`config.mk`:
```
export PLATFORM = sky130hd
export DESIGN_NAME = instruction_sequencer_flat
export DESIGN_NICKNAME = d
export VERILOG_FILES = /design/src/rtl/instruction_sequencer_if.sv /design/src/rtl/instruction_sequencer.sv /design/src/flat_wrapper.sv
export SDC_FILE = /design/constraint.sdc
export NUM_CORES = 1
export LEC_CHECK = 0
export ABC_CLOCK_PERIOD_IN_PS = 2200
export CAP_MARGIN = 40
export CORE_MARGIN = 2
export CORE_UTILIZATION = 38
export DETAILED_ROUTE_END_ITERATION = 6
export GPL_TIMING_DRIVEN = 0
export PLACE_DENSITY = 0.86
export SYNTH_ARGS = -nofsm -noshare
export SYNTH_HDL_FRONTEND = slang
export SYNTH_SLANG_ARGS = --single-unit
```
`constraint.sdc`:
```
create_clock -name clock -period 2.2 [get_ports clock]
set_input_delay 0.44 -clock clock [delete_from_list [all_inputs] [get_ports clock]]
set_output_delay 0.44 -clock clock [all_outputs]
set_load 0.1 [all_outputs]
```
`src/rtl/instruction_sequencer_if.sv`:
```
// -----------------------------------------------------------------------------
// instruction_sequencer_if
//   Bundles the instruction-memory, ALU and program_counter control signals
//   that the instruction_sequencer drives and observes.
//
//   master modport : the sequencer (drives requests, strobes and flags)
//   slave  modport : the environment (memory, ALU, program_counter)
//
//   pc            current program_counter value
//   mem_req       instruction read request
//   mem_addr      read address (pc while fetching, else 0)
//   mem_ready     read data valid, completes the request
//   mem_data      instruction word
//   alu_start     one-cycle ALU start pulse
//   alu_op        ALU opcode
//   alu_operand   ALU operand (IR[7:0])
//   alu_done      ALU completion
//   alu_zero      ALU zero result, valid with alu_done
//   enable        PC advance strobe
//   jump          unconditional jump request to the PC
//   jz            conditional jump request to the PC
//   zero_flag     registered zero flag
//   jump_address  jump target (IR[7:0])
//   halted        HALT executed
//   fault         fetch timeout
// -----------------------------------------------------------------------------
interface instruction_sequencer_if #(
  parameter int WORD_WIDTH  = 8,
  parameter int INSTR_WIDTH = 16
);

  logic [WORD_WIDTH-1:0]  pc;
  logic                   mem_req;
  logic [WORD_WIDTH-1:0]  mem_addr;
  logic                   mem_ready;
  logic [INSTR_WIDTH-1:0] mem_data;
  logic                   alu_start;
  logic [3:0]             alu_op;
  logic [WORD_WIDTH-1:0]  alu_operand;
  logic                   alu_done;
  logic                   alu_zero;
  logic                   enable;
  logic                   jump;
  logic                   jz;
  logic                   zero_flag;
  logic [WORD_WIDTH-1:0]  jump_address;
  logic                   halted;
  logic                   fault;

  modport master (
    input  pc, mem_ready, mem_data, alu_done, alu_zero,
    output mem_req, mem_addr, alu_start, alu_op, alu_operand,
           enable, jump, jz, zero_flag, jump_address, halted, fault
  );

  modport slave (
    output pc, mem_ready, mem_data, alu_done, alu_zero,
    input  mem_req, mem_addr, alu_start, alu_op, alu_operand,
           enable, jump, jz, zero_flag, jump_address, halted, fault
  );

endinterface

```
`src/rtl/instruction_sequencer.sv`:
```
// -----------------------------------------------------------------------------
// instruction_sequencer
//   Control-side driver of program_counter. Fetches the instruction at pc,
//   decodes it, runs ALU ops over a start/done handshake and issues one
//   enable/jump/jz strobe per instruction.
//
//   Opcodes (IR[15:12]): 0 NOP, 1 JMP, 2 JZ, 3..7 reserved (NOP),
//                        8..E ALU ops, F HALT. IR[7:0] is operand/target.
//
//   Ports:
//     clock   single clock, all state on posedge
//     reset   synchronous, active-high; every output reads 0 while high
//     bus     instruction_sequencer_if.master (memory, ALU and PC signals)
//
//   Optional feature: define SEQ_FETCH_TIMEOUT_EN to enable the fetch
//   timeout. FETCH then gives up after MEM_TIMEOUT cycles without mem_ready
//   and parks in FAULT (fault=1) until reset. Without it FETCH waits forever
//   and fault is tied 0.
// -----------------------------------------------------------------------------
module instruction_sequencer #(
  parameter int WORD_WIDTH  = 8,
  parameter int INSTR_WIDTH = 16,
  parameter int MEM_TIMEOUT = 15
) (
  input  logic                    clock,
  input  logic                    reset,
  instruction_sequencer_if.master bus
);

  typedef enum logic [2:0] {
    S_FETCH,
    S_DECODE,
    S_EXEC,
    S_WAIT,
    S_ADVANCE,
    S_HALT,
    S_FAULT
  } state_t;

  localparam logic [3:0] OP_JMP  = 4'h1;
  localparam logic [3:0] OP_JZ   = 4'h2;
  localparam logic [3:0] OP_HALT = 4'hF;

  state_t                 state;
  state_t                 state_next;
  logic [INSTR_WIDTH-1:0] ir;
  logic                   zero_q;
  logic                   timeout;

  logic [3:0]             opcode;
  logic [WORD_WIDTH-1:0]  operand;
  logic                   is_alu;

  assign opcode  = ir[INSTR_WIDTH-1 -: 4];
  assign operand = ir[WORD_WIDTH-1:0];
  // 8..E: top bit set, excluding HALT.
  assign is_alu  = opcode[3] && (opcode != OP_HALT);

  // The middle instruction bits carry no meaning.
  logic unused_bits;
  assign unused_bits = ^ir[INSTR_WIDTH-5:WORD_WIDTH];

`ifdef SEQ_FETCH_TIMEOUT_EN
  localparam int CNT_W = ($clog2(MEM_TIMEOUT + 1) < 4) ? 4 : $clog2(MEM_TIMEOUT + 1);

  logic [CNT_W-1:0] fetch_cnt;

  // Counts FETCH cycles already spent; every entry into FETCH comes from a
  // non-FETCH state or reset, so the count starts at 0 on each fetch.
  always_ff @(posedge clock) begin
    if (reset) begin
      fetch_cnt <= '0;
    end else if (state == S_FETCH) begin
      fetch_cnt <= fetch_cnt + 1'b1;
    end else begin
      fetch_cnt <= '0;
    end
  end

  // True in the last allowed FETCH cycle; mem_ready in that cycle still wins.
  assign timeout = (fetch_cnt == CNT_W'(MEM_TIMEOUT - 1));
`else
  assign timeout = 1'b0;

  logic unused_timeout;
  assign unused_timeout = (MEM_TIMEOUT == 0);
`endif

  // State, instruction register and zero flag.
  // NOTE: sequential state uses non-blocking assignments so every register
  // samples pre-edge values regardless of statement order.
  always_ff @(posedge clock) begin
    if (reset) begin
      state  <= S_FETCH;
      ir     <= '0;
      zero_q <= 1'b0;
    end else begin
      state <= state_next;
      if ((state == S_FETCH) && bus.mem_ready) begin
        ir <= bus.mem_data;
      end
      if ((state == S_WAIT) && bus.alu_done) begin
        zero_q <= bus.alu_zero;
      end
    end
  end

  // Next-state logic.
  // NOTE: every always_comb output gets a default before the case so no path
  // leaves it unassigned and no latch is inferred.
  always_comb begin
    state_next = state;
    case (state)
      S_FETCH: begin
        if (bus.mem_ready) begin
          state_next = S_DECODE;
        end else if (timeout) begin
          state_next = S_FAULT;
        end
      end
      S_DECODE: begin
        if (is_alu) begin
          state_next = S_EXEC;
        end else if (opcode == OP_HALT) begin
          state_next = S_HALT;
        end else begin
          state_next = S_ADVANCE;
        end
      end
      S_EXEC:    state_next = S_WAIT;
      S_WAIT:    if (bus.alu_done) state_next = S_ADVANCE;
      S_ADVANCE: state_next = S_FETCH;
      S_HALT:    state_next = S_HALT;
      S_FAULT:   state_next = S_FAULT;
      default:   state_next = S_FETCH;
    endcase
  end

  // Outputs decode from state. Reset is folded in combinationally so every
  // output is 0 for the whole reset window, including the first cycle before
  // the synchronous reset has taken effect.
  always_comb begin
    bus.mem_req      = 1'b0;
    bus.mem_addr     = '0;
    bus.alu_start    = 1'b0;
    bus.alu_op       = '0;
    bus.alu_operand  = '0;
    bus.enable       = 1'b0;
    bus.jump         = 1'b0;
    bus.jz           = 1'b0;
    bus.jump_address = '0;
    bus.halted       = 1'b0;
    bus.fault        = 1'b0;
    bus.zero_flag    = zero_q && !reset;
    if (!reset) begin
      case (state)
        S_FETCH: begin
          bus.mem_req  = 1'b1;
          bus.mem_addr = bus.pc;
        end
        S_EXEC: begin
          bus.alu_start   = 1'b1;
          bus.alu_op      = opcode;
          bus.alu_operand = operand;
        end
        S_WAIT: begin
          bus.alu_op      = opcode;
          bus.alu_operand = operand;
        end
        S_ADVANCE: begin
          bus.enable       = 1'b1;
          bus.jump         = (opcode == OP_JMP);
          bus.jz           = (opcode == OP_JZ);
          bus.jump_address = operand;
        end
        S_HALT: bus.halted = 1'b1;
`ifdef SEQ_FETCH_TIMEOUT_EN
        S_FAULT: bus.fault = 1'b1;
`endif
        default: ;
      endcase
    end
  end

endmodule

```
`src/flat_wrapper.sv`:
```
// flat-port wrapper written by rule: the top's interface ports become plain ports
module instruction_sequencer_flat 
#(
  parameter int WORD_WIDTH  = 8,
  parameter int INSTR_WIDTH = 16,
  parameter int MEM_TIMEOUT = 15
)
  (clock, reset, bus_pc, bus_mem_ready, bus_mem_data, bus_alu_done, bus_alu_zero, bus_mem_req, bus_mem_addr, bus_alu_start, bus_alu_op, bus_alu_operand, bus_enable, bus_jump, bus_jz, bus_zero_flag, bus_jump_address, bus_halted, bus_fault);
  instruction_sequencer_if #(.WORD_WIDTH(WORD_WIDTH), .INSTR_WIDTH(INSTR_WIDTH)) bus_i ();
  input  logic clock;
  input  logic reset;
  input wire logic [$bits(bus_i.pc)-1:0] bus_pc;
  input wire logic [$bits(bus_i.mem_ready)-1:0] bus_mem_ready;
  input wire logic [$bits(bus_i.mem_data)-1:0] bus_mem_data;
  input wire logic [$bits(bus_i.alu_done)-1:0] bus_alu_done;
  input wire logic [$bits(bus_i.alu_zero)-1:0] bus_alu_zero;
  output wire logic [$bits(bus_i.mem_req)-1:0] bus_mem_req;
  output wire logic [$bits(bus_i.mem_addr)-1:0] bus_mem_addr;
  output wire logic [$bits(bus_i.alu_start)-1:0] bus_alu_start;
  output wire logic [$bits(bus_i.alu_op)-1:0] bus_alu_op;
  output wire logic [$bits(bus_i.alu_operand)-1:0] bus_alu_operand;
  output wire logic [$bits(bus_i.enable)-1:0] bus_enable;
  output wire logic [$bits(bus_i.jump)-1:0] bus_jump;
  output wire logic [$bits(bus_i.jz)-1:0] bus_jz;
  output wire logic [$bits(bus_i.zero_flag)-1:0] bus_zero_flag;
  output wire logic [$bits(bus_i.jump_address)-1:0] bus_jump_address;
  output wire logic [$bits(bus_i.halted)-1:0] bus_halted;
  output wire logic [$bits(bus_i.fault)-1:0] bus_fault;
  assign bus_i.pc = bus_pc;
  assign bus_i.mem_ready = bus_mem_ready;
  assign bus_i.mem_data = bus_mem_data;
  assign bus_i.alu_done = bus_alu_done;
  assign bus_i.alu_zero = bus_alu_zero;
  assign bus_mem_req = bus_i.mem_req;
  assign bus_mem_addr = bus_i.mem_addr;
  assign bus_alu_start = bus_i.alu_start;
  assign bus_alu_op = bus_i.alu_op;
  assign bus_alu_operand = bus_i.alu_operand;
  assign bus_enable = bus_i.enable;
  assign bus_jump = bus_i.jump;
  assign bus_jz = bus_i.jz;
  assign bus_zero_flag = bus_i.zero_flag;
  assign bus_jump_address = bus_i.jump_address;
  assign bus_halted = bus_i.halted;
  assign bus_fault = bus_i.fault;
  instruction_sequencer #(.WORD_WIDTH(WORD_WIDTH), .INSTR_WIDTH(INSTR_WIDTH), .MEM_TIMEOUT(MEM_TIMEOUT)) u_core (.clock(clock), .reset(reset), .bus(bus_i));
endmodule
```
==> results of run 1 <==
==> cells by family after synthesis <==
kind of cell	share of synthesized area, %
flip-flops	32.0
AND/OR/NAND/NOR	48.1
multiplexers	1.00
XOR/XNOR	0.876
buffers and inverters	7.13
AO/OA/AOI/OAI	10.5
other	0.375
==> per-stage QoR <==
stage | cells | setup WS (ps) | hold slack, ps
floorplan | 124 | -1040 | 440
global placement | 213 | -1300 | 448
detailed placement | 248 | -989 | 459
CTS | 243 | -386 | 483
==> what timing repair did <==
action	4_1_cts
setup endpoints to repair	35
pin swaps	3
resized for setup	69
buffers inserted	16
gates cloned	1
==> results.json, run 1 <==
{
  "status": "stopped before the end",
  "stop_stage": "global routing (5_1_grt)",
  "error": "[ERROR DPL-0033] detailed placement checks failed during check placement.",
  "die_y_microns": 55.3,
  "gp_congestion": 0.700,
  "synthDistinctLibCells": 33,
  "std_cell_rows": 18,
  "syn-instance-count": 124,
  "ys_seq_elements": 16,
  "synth_commonest_cells": "nand2_1, and2_1, dfxtp_1",
  "worst_endpoint": "bus_jump",
  "synth_area_leaders": "dfxtp_1, and2_1, nand2_1, a21oi_1, and2_2",
  "yosys.cell_count.top_type": "nand2_1",
  "yosys_warnings": 0,
  "seq_area_frac_synth_pct": 32.0,
  "syn_nets": 153,
  "portBuffers": 59,
  "avgSynthCellArea_sq_um": 8.06,
  "worstEndpointType": "output port",
  "htree_levels": 1,
  "cts_sinks": 16,
  "initial_core_util_pct": 40.4,
  "cts_made_buffers": 3,
  "yosysTopAreaCellShare_pct": 32.0,
  "die_x_microns": 55.3,
  "placed_cell_area_sq_um": 2200,
  "synth_edf_count": 0,
  "io_pins": 65,
  "grt_max_degree": 11,
  "synth_area_leader_cell": "dfxtp_1",
  "clk_path_buf_depth": 2,
  "clock-root-buffer": "clkbuf_4",
  "synthFlopType": "dfxtp_1",
  "cts_hold_buf": 0,
  "synth_async_sr_flop_share_pct": 0,
  "hpwlAfterDp_microns": 3840,
  "antenna_found_initial": 0,
  "synth_area_sq_um": 1000
}
==> inputs of run 2 (changes only) <==
Settings changed: CORE_AREA set to 2 2 63 65, CORE_MARGIN 2 to not set, CORE_UTILIZATION 38 to not set, DIE_AREA set to 0 0 65 67, PLACE_DENSITY 0.86 to not set, PLACE_DENSITY_LB_ADDON set to 0.15.
==> results.json, run 2 <==
{
  "yosysTopAreaCellShare_pct": 32.0,
  "diodes": 0,
  "dp.cells": 266,
  "drc": 0,
  "muxShareOfSynthArea_pct": 1.00,
  "synthFlopType": "dfxtp_1",
  "fin_crit_sh_pct": 97.8,
  "seq_area_sq_um": 327,
  "largest_reg_flops": 12,
  "gp_congestion": 0.740,
  "synth_edf_count": 0,
  "grt_first_pass_wirelength_microns": 5600,
  "coreArea_sq_um": 3610,
  "ant_nets": 0,
  "finalInstanceArea_sq_um": 2400,
  "placed_cell_area_sq_um": 2230,
  "syn2layout_area_growth_pct": 140,
  "drive_gt1_share_pct": 46.3,
  "cts_made_buffers": 3,
  "worstSetupStartpointType": "flip-flop",
  "die_area_sq_um": 4360,
  "routedWlPerCell_microns": 13.5,
  "setup_ws_ps": 47.4,
  "yosys_warnings": 0,
  "cp-end-kind": "primary output",
  "finalWirelength_microns": 3560,
  "yosys.cell_count.top_type": "nand2_1",
  "holdPathStages": 2,
  "cts_sinks": 16,
  "cp_max_fo": 4,
  "cts_hold_buf": 0,
  "seq_area_frac_synth_pct": 32.0,
  "synth_xor_area_share_pct": 0.876,
  "hold_viol": 0,
  "antenna_found_initial": 0,
  "setup-violations-final": 0,
  "final_net_count": 246,
  "std_cell_rows": 22,
  "initial_core_util_pct": 27.7,
  "portBuffers": 59,
  "cts_tree": "yes",
  "fill_cells": 276,
  "path_clk_slew_ps": 60,
  "die_x_microns": 65,
  "reg2regPathDepth": 6,
  "clk_latency_ps": 240,
  "synth_async_sr_flop_share_pct": 0,
  "fmax_ghz": 0.465,
  "ys_seq_elements": 16,
  "hpwlAfterDp_microns": 2710,
  "critPathArrivalTime_ps": 1710,
  "num_vias": 1167,
  "synth_area_leaders": "dfxtp_1, and2_1, nand2_1, a21oi_1, and2_2",
  "hp-class": "reg -> reg",
  "cp_slowest_cell": "dfxtp_2",
  "avgSynthCellArea_sq_um": 8.06,
  "clk_path_buf_depth": 2,
  "htree_levels": 1,
  "irDropWorstVdd_mv": 0.258,
  "synth_area_leader_cell": "dfxtp_1",
  "timing.rr.end": "u_core.ir[7]",
  "synthDistinctLibCells": 33,
  "synth_adder_area_share_pct": 0,
  "max-cap-violations": 0,
  "synth_commonest_cells": "nand2_1, and2_1, dfxtp_1",
  "io_pins": 65,
  "dp_slack_ps": -959,
  "clock-root-buffer": "clkbuf_8",
  "skew_ps": 2.74,
  "via_per_inst": 4.42,
  "hp-start": "u_core.ir[5]",
  "grt_overflow_total": 0,
  "worstSetupPathType": "reg -> out",
  "critPathMaxStageDelay_ps": 340,
  "crit_chain": "buf_8, nor4b_4, buf_4, nand2_4, nor3b_4, buf_2, buf_12",
  "r2r_slack_ps": 660,
  "syn_nets": 153,
  "grt_pass1_vias": 1254,
  "finalSetupTns_ps": 0,
  "layout_common_cells": "buf_12, nand2_1, clkdlybuf4s50_1, buf_4, a21oi_1",
  "firstDrtPassIters": 4,
  "whs_endpoint": "u_core.ir[5]",
  "crit_required_ps": 1760,
  "layout_commonest_cell": "buf_12",
  "grt_util_all_layers_pct": 16.8,
  "holdWs_ps": 465,
  "regMostFlops": "u_core.ir",
  "synth_top_family_by_area": "simple AND/OR/NAND/NOR gates",
  "reg_top3": "u_core.ir x12, u_core.state x3, u_core.zero_q x1",
  "p_leak_nw": 1.04,
  "multi_input_area_sq_um": 682,
  "finalMaxSlewViolations": 0,
  "synth_area_sq_um": 1000,
  "drtIter0Drc": 24,
  "r2r-start": "u_core.state[1]",
  "layoutNonFillerInstCount": 264,
  "min_period_ps": 2150,
  "synth_compound_area_share_pct": 10.5,
  "syn-instance-count": 124,
  "die_y_microns": 67,
  "status": "finished, final reports clean",
  "grt_max_degree": 11,
  "synthSimpleGateAreaFrac_pct": 48.1,
  "power.density_nw_per_um2": 422
}
run 2: area by class of cell:
type / count / area share, %
clock buffers: 4 / 2.29
repair buffers: 89 / 49.6
plain buffers: 8 / 3.44
multi-input cells: 98 / 28.4
flip-flops and latches: 16 / 13.6
inverters: 1 / 0.156
well taps: 48 / 2.50
run 2: how the worst max path moves through the flow:
stage / start / end / depth (start not counted)
finish: u_core.state[0] / bus_jump / 7
detailed placement: reset / bus_jz / 6
global placement: reset / bus_jz / 5
floorplan: u_core.state[1] / bus_jump / 4
CTS: u_core.state[0] / bus_jz / 6
global route: u_core.state[0] / bus_jump / 7
run 2: repair_timing:
action	4_1_cts	5_1_grt
pin swaps	3	3
endpoints found under the setup margin	35	23
buffers inserted	10	8
resized for setup	81	6
run 2: cell families (layout without fill, tap and decap cells):
group / Yosys count / after routing
buffers and inverters: 10 / 102
flip-flops: 16 / 16
XOR/XNOR: 1 / 1
AO/OA/AOI/OAI: 19 / 19
other: 1 / 1
multiplexers: 1 / 1
AND/OR/NAND/NOR: 76 / 76
run 2: where the power goes:
group	switching, W	leakage (nW)	internal, W	total (W)
Combinational	0.000232	0.875	0.000194	0.000427
Clock	0.0000977	0.0288	0.000158	0.000256
Sequential	0.0000213	0.133	0.000310	0.000331
Total	0.000351	1.04	0.000663	0.00101
run 2: metrics by stage:
stage               util [%]  total power, W
floorplan                  -        0.000576
global placement        47.2        0.000672
detailed placement      61.7        0.000734
CTS                     65.8         0.00101
global route            66.6         0.00106
finish                  66.6         0.00101
run 2: routing by layer:
layer / GRT usage [%] / share of wire [%] / up-vias
met3: 1.69 / 3.1 / 2
met1: 19.1 / 41 / 551
li1: - / - / 589
met5: 0 / 0 / -
met2: 33.1 / 56 / 25
met4: 3.99 / 0.45 / 0
run 2: critical path, delay by kind of cell (launching register included):
kind	cells	cell delay, ps
buffers and inverters	4	630
flip-flops	1	340
AND/OR/NAND/NOR	3	510
No activity file was read; power rests on OpenSTA's default activity.
==> inputs of run 3 (changes only) <==
Settings changed: CAP_MARGIN 40 to 25.
==> results.json, run 3 (synthesis gave the netlist of run 2 again) <==
{
  "status": "finished, final reports clean",
  "cp_slowest_cell": "dfxtp_1",
  "holdPathStages": 2,
  "hold_viol": 0,
  "ant_nets": 0,
  "gp_congestion": 0.740,
  "grt_max_degree": 11,
  "clk_latency_ps": 240,
  "max-cap-violations": 0,
  "clk_path_buf_depth": 2,
  "crit_required_ps": 1760,
  "via_per_inst": 4.38,
  "worstSetupPathType": "reg -> out",
  "final_net_count": 223,
  "path_clk_slew_ps": 60,
  "irDropWorstVdd_mv": 0.209,
  "drc": 0,
  "firstDrtPassIters": 4,
  "crit_chain": "buf_6, nor4b_4, buf_4, nand2_2, nor3b_4, buf_12",
  "die_x_microns": 65,
  "hp-class": "reg -> reg",
  "p_sw_w": 0.000330,
  "regMostFlops": "u_core.ir",
  "cts_made_buffers": 3,
  "hpwlAfterDp_microns": 2260,
  "critPathMaxStageDelay_ps": 320,
  "power.density_nw_per_um2": 485,
  "fill_cells": 359,
  "min_period_ps": 2130,
  "cts_sinks": 16,
  "cp_num_buf_inv": 3,
  "coreArea_sq_um": 3610,
  "power.internal_w": 0.000567,
  "io_pins": 65,
  "power_w": 0.000897,
  "critPathArrivalTime_ps": 1690,
  "grt_overflow_total": 0,
  "drtIter0Drc": 22,
  "switching_share_pct": 36.7,
  "cts_hold_buf": 0,
  "grt_pass1_vias": 1021,
  "finalMaxSlewViolations": 0,
  "antenna_found_initial": 0,
  "multi_input_area_sq_um": 669,
  "drive_gt1_share_pct": 43.8,
  "portBuffers": 59,
  "die_area_sq_um": 4360,
  "layout_commonest_cell": "nand2_1",
  "finalWirelength_microns": 2990,
  "setup-violations-final": 0,
  "clock_power_share_pct": 24.2,
  "die_y_microns": 67,
  "num_vias": 1052,
  "htree_levels": 1,
  "clock-root-buffer": "clkbuf_8",
  "layout_common_cells": "nand2_1, buf_4, clkdlybuf4s50_1, a21oi_1, dfxtp_1",
  "holdWs_ps": 460,
  "largest_reg_flops": 12,
  "grt_util_all_layers_pct": 13.6,
  "layoutNonFillerInstCount": 240,
  "p_seq_share_pct": 36.8,
  "cts_tree": "yes",
  "finalSetupTns_ps": 0,
  "p_leak_nw": 0.789,
  "cp-end-kind": "primary output",
  "reg2regPathDepth": 5,
  "seq_area_sq_um": 322,
  "syn2layout_area_growth_pct": 84.9,
  "p_comb_share_pct": 39.0,
  "skew_ps": 0.760,
  "fmax_ghz": 0.470,
  "dp.cells": 231,
  "initial_core_util_pct": 27.7,
  "routedWlPerCell_microns": 12.5,
  "cp_max_fo": 8,
  "grt_first_pass_wirelength_microns": 4570,
  "reg_top3": "u_core.ir x12, u_core.state x3, u_core.zero_q x1",
  "std_cell_rows": 22,
  "crit_family": "simple AND/OR/NAND/NOR gates",
  "worstSetupStartpointType": "flip-flop",
  "crit_cells": 6,
  "diodes": 0,
  "fin_crit_sh_pct": 96.8
}
run 3: changes by cell type in the layout (fill, tap and decap cells not counted), sizes merged:
| cell | previous run | this run |
|---|---|---|
| buf | 61 | 46 |
| dlygate4sd2 | 10 | 0 |
| clkbuf | 5 | 8 |
| clkdlybuf4s15 | 2 | 0 |
run 3: per-stage QoR:
| step | instance area (sq um) | util, % | setup slack [ps] |
|---|---|---|---|
| detailed placement | 1700 | 47.2 | -1380 |
| global placement | 1700 | 47.2 | -1350 |
| floorplan | 1050 | - | -1040 |
| CTS | 1720 | 47.6 | 33.5 |
| finish | 1850 | 51.2 | 71.1 |
| global route | 1850 | 51.2 | -15.2 |
run 3: metal layers:
metal  global-route usage (%)  routed length (microns)
met1                     16.5                     1260
met2                     24.4                     1610
met3                     3.04                      116
met4                     3.19                        0
met5                        0                        0
run 3: power groups by stage:
stage | sequential [W] | combinational [W] | clock [W]
CTS | 0.000330 | 0.000337 | 0.000224
floorplan | 0.000331 | 0.000246 | 0
global route | 0.000333 | 0.000369 | 0.000234
detailed placement | 0.000336 | 0.000341 | 0
finish | 0.000330 | 0.000350 | 0.000218
global placement | 0.000334 | 0.000338 | 0
run 3: layout make-up:
class | count | share of cell area, %
tap | 48 | 3.25
buffer | 9 | 3.86
multi-input combinational | 98 | 36.2
sequential | 16 | 17.4
inverter | 1 | 0.203
clock buffer | 3 | 2.23
timing repair buffer | 65 | 36.8
run 3: timing repair:
item,in CTS,in global routing
cloned,0,0
gates resized for setup,223,26
setup endpoints to repair,35,22
pin swaps,1,4
buffers inserted,2,4
run 3: path summary, 6_finish.rpt:
path / slack, ps / from / endpoint
max reg2reg: 810 / u_core.state[1] / u_core.state[1]
min reg2reg: 460 / u_core.ir[5] / u_core.ir[5]
min: 460 / u_core.ir[5] / u_core.ir[5]
max: 70 / u_core.state[1] / bus_jump
run 3: tightest hold or removal path, cell delays in order (launching register included):
cell and delay (ps):
dfxtp_1 310, nand2_1 50, a21oi_1 50
